File: src/rtl/ram_pkg.sv
// Shared constants, clear-FSM state type and sizing helpers for the SDP byte-enable RAM.
package ram_pkg;

    localparam int unsigned RDW_OLD = 0;
    localparam int unsigned RDW_NEW = 1;

    typedef enum logic [0:0] {
        ST_IDLE  = 1'b0,
        ST_CLEAR = 1'b1
    } clr_state_e;

    function automatic int unsigned num_bytes(input int unsigned dw, input int unsigned bw);
        return dw / bw;
    endfunction

    function automatic int unsigned depth(input int unsigned aw);
        return 32'd1 << aw;
    endfunction

endpackage

File: src/rtl/ram_clear_fsm.sv
// Post-reset sweep: walks every address once, asserting a zero-write strobe per cycle.
module ram_clear_fsm
    import ram_pkg::*;
#(
    parameter int unsigned ADDR_WIDTH = 7
) (
    input  logic                  clk,
    input  logic                  rst,
    output logic                  busy,
    output logic                  clr_we,
    output logic [ADDR_WIDTH-1:0] clr_addr
);

    localparam int unsigned DEPTH = depth(ADDR_WIDTH);

    clr_state_e            state;
    clr_state_e            state_nxt;
    logic [ADDR_WIDTH-1:0] addr_nxt;
    logic                  busy_nxt;

    always_ff @(posedge clk) begin
        if (rst) begin
            state    <= ST_CLEAR;
            clr_addr <= '0;
            busy     <= 1'b1;
        end else begin
            state    <= state_nxt;
            clr_addr <= addr_nxt;
            busy     <= busy_nxt;
        end
    end

    always_comb begin
        state_nxt = state;
        addr_nxt  = clr_addr;
        busy_nxt  = busy;
        case (state)
            ST_CLEAR: begin
                addr_nxt = clr_addr + ADDR_WIDTH'(1);
                if (clr_addr == ADDR_WIDTH'(DEPTH - 1)) begin
                    state_nxt = ST_IDLE;
                    busy_nxt  = 1'b0;
                end
            end
            default: begin
                busy_nxt = 1'b0;
            end
        endcase
    end

    // Memory is left untouched while reset is held.
    assign clr_we = (state == ST_CLEAR) && !rst;

endmodule

File: src/rtl/ram_sdp_be.sv
// Simple-dual-port synchronous RAM with byte-lane write enables, configurable read
// latency, selectable read-during-write result and optional post-reset zero sweep.
module ram_sdp_be
    import ram_pkg::*;
#(
    parameter int unsigned DATA_WIDTH     = 32,
    parameter int unsigned ADDR_WIDTH     = 7,
    parameter int unsigned BYTE_WIDTH     = 8,
    parameter int unsigned RD_LATENCY     = 1,
    parameter int unsigned RDW_MODE       = 0,
    parameter int unsigned CLEAR_ON_RESET = 1,
    localparam int unsigned NUM_BYTES     = num_bytes(DATA_WIDTH, BYTE_WIDTH)
) (
    input  logic                  clk,
    input  logic                  rst,
    input  logic                  wr_en,
    input  logic [ADDR_WIDTH-1:0] wr_addr,
    input  logic [NUM_BYTES-1:0]  wr_be,
    input  logic [DATA_WIDTH-1:0] wr_data,
    input  logic                  rd_en,
    input  logic [ADDR_WIDTH-1:0] rd_addr,
    output logic [DATA_WIDTH-1:0] rd_data,
    output logic                  rd_valid,
    output logic                  init_busy
);

    localparam int unsigned DEPTH  = depth(ADDR_WIDTH);
    localparam bit          BYPASS = (RDW_MODE == RDW_NEW);

    if (DATA_WIDTH % BYTE_WIDTH != 0) begin : g_err_bw
        $error("ram_sdp_be: DATA_WIDTH must be a multiple of BYTE_WIDTH");
    end
    if (RD_LATENCY != 1 && RD_LATENCY != 2) begin : g_err_lat
        $error("ram_sdp_be: RD_LATENCY must be 1 or 2");
    end
    if (RDW_MODE != RDW_OLD && RDW_MODE != RDW_NEW) begin : g_err_rdw
        $error("ram_sdp_be: RDW_MODE must be 0 or 1");
    end

    logic [DATA_WIDTH-1:0] mem [DEPTH];

    logic                  clr_we;
    logic [ADDR_WIDTH-1:0] clr_addr;

    if (CLEAR_ON_RESET != 0) begin : g_clear
        ram_clear_fsm #(
            .ADDR_WIDTH (ADDR_WIDTH)
        ) u_clear (
            .clk      (clk),
            .rst      (rst),
            .busy     (init_busy),
            .clr_we   (clr_we),
            .clr_addr (clr_addr)
        );
    end else begin : g_no_clear
        assign init_busy = 1'b0;
        assign clr_we    = 1'b0;
        assign clr_addr  = '0;
    end

    logic                  wr_acc;
    logic                  rd_acc;
    logic [DATA_WIDTH-1:0] wr_merged;
    logic [DATA_WIDTH-1:0] rd_word;

    assign wr_acc = wr_en && !init_busy && !rst;
    assign rd_acc = rd_en && !init_busy && !rst;

    // Enabled lanes take new data, the rest keep the stored word.
    always_comb begin
        wr_merged = mem[wr_addr];
        for (int i = 0; i < NUM_BYTES; i++) begin
            if (wr_be[i]) begin
                wr_merged[i*BYTE_WIDTH +: BYTE_WIDTH] = wr_data[i*BYTE_WIDTH +: BYTE_WIDTH];
            end
        end
    end

    always_comb begin
        rd_word = mem[rd_addr];
        if (BYPASS && wr_acc && (wr_addr == rd_addr)) begin
            rd_word = wr_merged;
        end
    end

    always_ff @(posedge clk) begin
        if (clr_we) begin
            mem[clr_addr] <= '0;
        end else if (wr_acc) begin
            mem[wr_addr] <= wr_merged;
        end
    end

    logic                  s1_valid;
    logic [DATA_WIDTH-1:0] s1_data;

    // Data registers only load on a completing read so rd_data holds otherwise.
    always_ff @(posedge clk) begin
        if (rst) begin
            s1_valid <= 1'b0;
            s1_data  <= '0;
        end else begin
            s1_valid <= rd_acc;
            if (rd_acc) begin
                s1_data <= rd_word;
            end
        end
    end

    if (RD_LATENCY == 2) begin : g_lat2
        logic                  s2_valid;
        logic [DATA_WIDTH-1:0] s2_data;

        always_ff @(posedge clk) begin
            if (rst) begin
                s2_valid <= 1'b0;
                s2_data  <= '0;
            end else begin
                s2_valid <= s1_valid;
                if (s1_valid) begin
                    s2_data <= s1_data;
                end
            end
        end

        assign rd_valid = s2_valid;
        assign rd_data  = s2_data;
    end else begin : g_lat1
        assign rd_valid = s1_valid;
        assign rd_data  = s1_data;
    end

endmodule

File: config.mk
export PLATFORM = sky130hd
export DESIGN_NAME = ram_sdp_be
export DESIGN_NICKNAME = d
export VERILOG_FILES = /design/src/rtl/ram_pkg.sv /design/src/rtl/ram_clear_fsm.sv /design/src/rtl/ram_sdp_be.sv
export SDC_FILE = /design/constraint.sdc
export NUM_CORES = 2
export LEC_CHECK = 0
export ABC_CLOCK_PERIOD_IN_PS = 4800
export BUFFER_PORTS_ARGS = -buffer_cell sky130_fd_sc_hd__buf_2
export CAP_MARGIN = 30
export CORE_MARGIN = 2
export CORE_UTILIZATION = 38
export CTS_CLUSTER_DIAMETER = 200
export CTS_CLUSTER_SIZE = 8
export DETAILED_ROUTE_END_ITERATION = 16
export SYNTH_ARGS = -nofsm -noshare
export SYNTH_HDL_FRONTEND = slang
export SYNTH_SLANG_ARGS = --single-unit
export TNS_END_PERCENT = 30
File: constraint.sdc
create_clock -name clk -period 4.8 [get_ports clk]
set_input_delay 0.72 -clock clk [delete_from_list [all_inputs] [get_ports clk]]
set_output_delay 0.72 -clock clk [all_outputs]
set_load 0.02 [all_outputs]
==> out/qor.yml <==
run_status:
  outcome: "finished, final reports clean"
global_route:
  grt_pass1_vias: 85900
  grt_first_pass_wirelength_um: 657000
  grt_usage: 0.215
  grt_max_degree: 129
  antenna_found_initial: 31
  grt-ovfl-total: 0
synthesis:
  synth.most_common_cell: "edfxtp_1"
  async_reset_ff_frac: 0
  synth_top_cells_by_count: "edfxtp_1 (4,096), mux4_2 (829), nor2_1 (624)"
  synth_cell_types: 71
  ys_warn_count: 0
  synth-edff-count: 4096
  yosys_most_used_dff: "edfxtp_1"
  netlist_area_um2: 161000
  postSynthNetCount: 7863
  synth_area_leaders: "edfxtp_1 (76%), mux4_2 (12%), mux2i_1 (2.8%)"
  syn_area_per_cell_um2: 20.6
  ys_ff_latch: 4138
  synthCells: 7808
  seq_area_frac_synth: 0.769
  synth_top_area_share: 0.763
  synth_area_leader_cell: "edfxtp_1"
place:
  place_congestion: 0.869
  place.port_buffers: 87
  dp_hpwl_um: 303000
finish:
  fillers: 35200
  seqCellArea_um2: 124000
  final_util: 0.449
  layout.nets: 8858
  multi_input_area_um2: 35100
  drive_above_1_share: 0.282
  area_growth_pct: 17.9
critical_path:
  path_class: "flip-flop to flip-flop"
  cp.arrival_ps: 4560
  start_kind: "flip-flop"
  worstPathRequired_ps: 5440
  end_kind: "flip-flop"
  cp_max_fo: 25
sta:
  setup_violations: 0
  rsz0062_at_grt: "no"
  finalMaxSlewViolations: 0
  hold_violations: 0
  skew_ps: 47.5
  finalCriticalPeriod_ps: 3920
  worst_pin_slew_ps: 1180
  final.setup.tns_ps: 0
  fin_crit_sh: 0.816
  relSlewSlack: 0.216
  max_freq_ghz: 0.255
detailed_routing:
  first_pass_iters: 6
  top_layer: "met5"
  wire_per_inst_um: 32.0
  dr_wl_met2_um: 221000
  via_count: 85000
  met1Wirelength_um: 186000
  vias_per_cell: 5.80
  ant_nets: 0
  wl_met3_um: 42500
  routed_wl_um: 469000
  drtIter0Drc: 11100
  drc_errors: 0
floorplan:
  dieHeight_um: 655
  io_pins: 88
  core-area_um2: 423000
  die_x_um: 655
  num_rows: 239
  initial_utilization: 0.381
  die-area_um2: 429000
clock_network:
  htreeDepth: 6
  cts_tree: "built"
  cts_hold_buffers: 0
  clk_pin_slew_worst_paths_ps: 60
  cts_resized: 0
  numCtsBuffers: 587
  clockBufferDepth: 4
  cts_sinks: 4138
  clockRootBuffer: "clkbuf_16"
  cts_setup_buffers: 0
  clk_latency_ps: 1050
power_and_ir_drop:
  vdd_drop_max_mv: 0.355
  p_leak_nw: 64.1
  p_per_area_nw_per_um2: 418
min_path:
  hold_path.class: "input port to flip-flop"
flow_run:
  timing.max_cap.violations: 0
## where the power goes
part	internal [W]	switching, W	total, W
clock network	0.0224	0.0148	0.0371
registers	0.0392	0.0000128	0.0392
logic	0.00102	0.00191	0.00293
total	0.0626	0.0167	0.0793
## cells in the final DEF, fill, tap and decap left out, types with 19 or more instances in the layout
master,instances
edfxtp_1,4096
mux4_2,829
buf_4,679
nor2_1,615
clkbuf_16,600
mux2i_1,447
nand2_1,169
clkbuf_1,129
o22ai_1,109
buf_12,103
a21oi_1,101
a211oi_1,91
mux2_2,88
buf_2,84
a221oi_1,72
o221ai_1,59
a22oi_1,59
and2_1,48
nand3_1,43
dfxtp_1,42
a22o_1,41
o21ai_0,37
and2_4,32
nor2b_1,29
a31oi_1,24
and3_1,24
o32ai_1,24
clkinv_8,21
a32oi_1,20
a211o_1,19
## registers in the layout, summed over array words and instances, names as in the netlist
signal,cells
rd_data,32
mem,4096
g_clear.u_clear.busy,1
rd_valid,1
g_clear.u_clear.state,1
g_clear.u_clear.clr_addr,7
## cells by family (layout without fill, tap and decap cells)
group                      count (synthesis)  in the layout  share of synthesized area
and+or+nand+nor                         1074           1074                     0.0293
buffers and inverters                    471           1649                     0.0162
other                                      0             18                          0
DFF                                     4138           4138                      0.769
xor gates and xnor gates                   4              4                   0.000217
AOI/OAI and AO/OA                        748            748                     0.0347
adders and majority gates                  1              1                  0.0000776
muxes                                   1372           1372                      0.151
## through the flow
step,area (um^2),instances,worst slack (ps),hold WS (ps),power (W)
global placement,174000,13900,187,467,0.0428
CTS,190000,14600,885,137,0.0797
floorplan,161000,7808,668,509,0.0415
detailed placement,174000,13900,504,492,0.0428
global route,190000,14700,700,173,0.0812
finish,190000,14700,885,200,0.0793
## critical path: stages (launching register included)
cell and delay (ps):
dfxtp_1 500, or4_1 760, buf_12 230, o31ai_1 420, buf_2 260, buf_4 130, nand2_1 350, nor2_1 850
## routing by layer
layer,vias up,GRT usage
li1,34400,-
met1,45500,0.292
met2,4397,0.340
met5,-,0
met3,768,0.0443
met4,6,0.0847
## worst paths after layout
path                                    startpoint                                        to  slack, ps  cells after the start
setup reg to reg  g_clear.u_clear.state$_SDFF_PP1_                    mem[122][16]$_DFFE_PP_        880                      7
setup / recovery  g_clear.u_clear.state$_SDFF_PP1_                    mem[122][16]$_DFFE_PP_        880                      7
hold / removal                                 rst  g_clear.u_clear.clr_addr[3]$_SDFFE_PP0P_        200                      3
hold reg to reg           rd_data[30]$_SDFFE_PP0P_                  rd_data[30]$_SDFFE_PP0P_        520                      2
## final cells by class
| class | instances | share of cell area |
|---|---|---|
| antenna | 18 | 0.000237 |
| clock buffer | 729 | 0.0816 |
| clock inverter | 43 | 0.00350 |
| inverter | 5 | 0.000152 |
| multi-input combinational | 3199 | 0.185 |
| sequential | 4138 | 0.652 |
| tap | 5663 | 0.0373 |
| timing repair buffer | 872 | 0.0404 |
No activity file was read; power rests on OpenSTA's default activity.
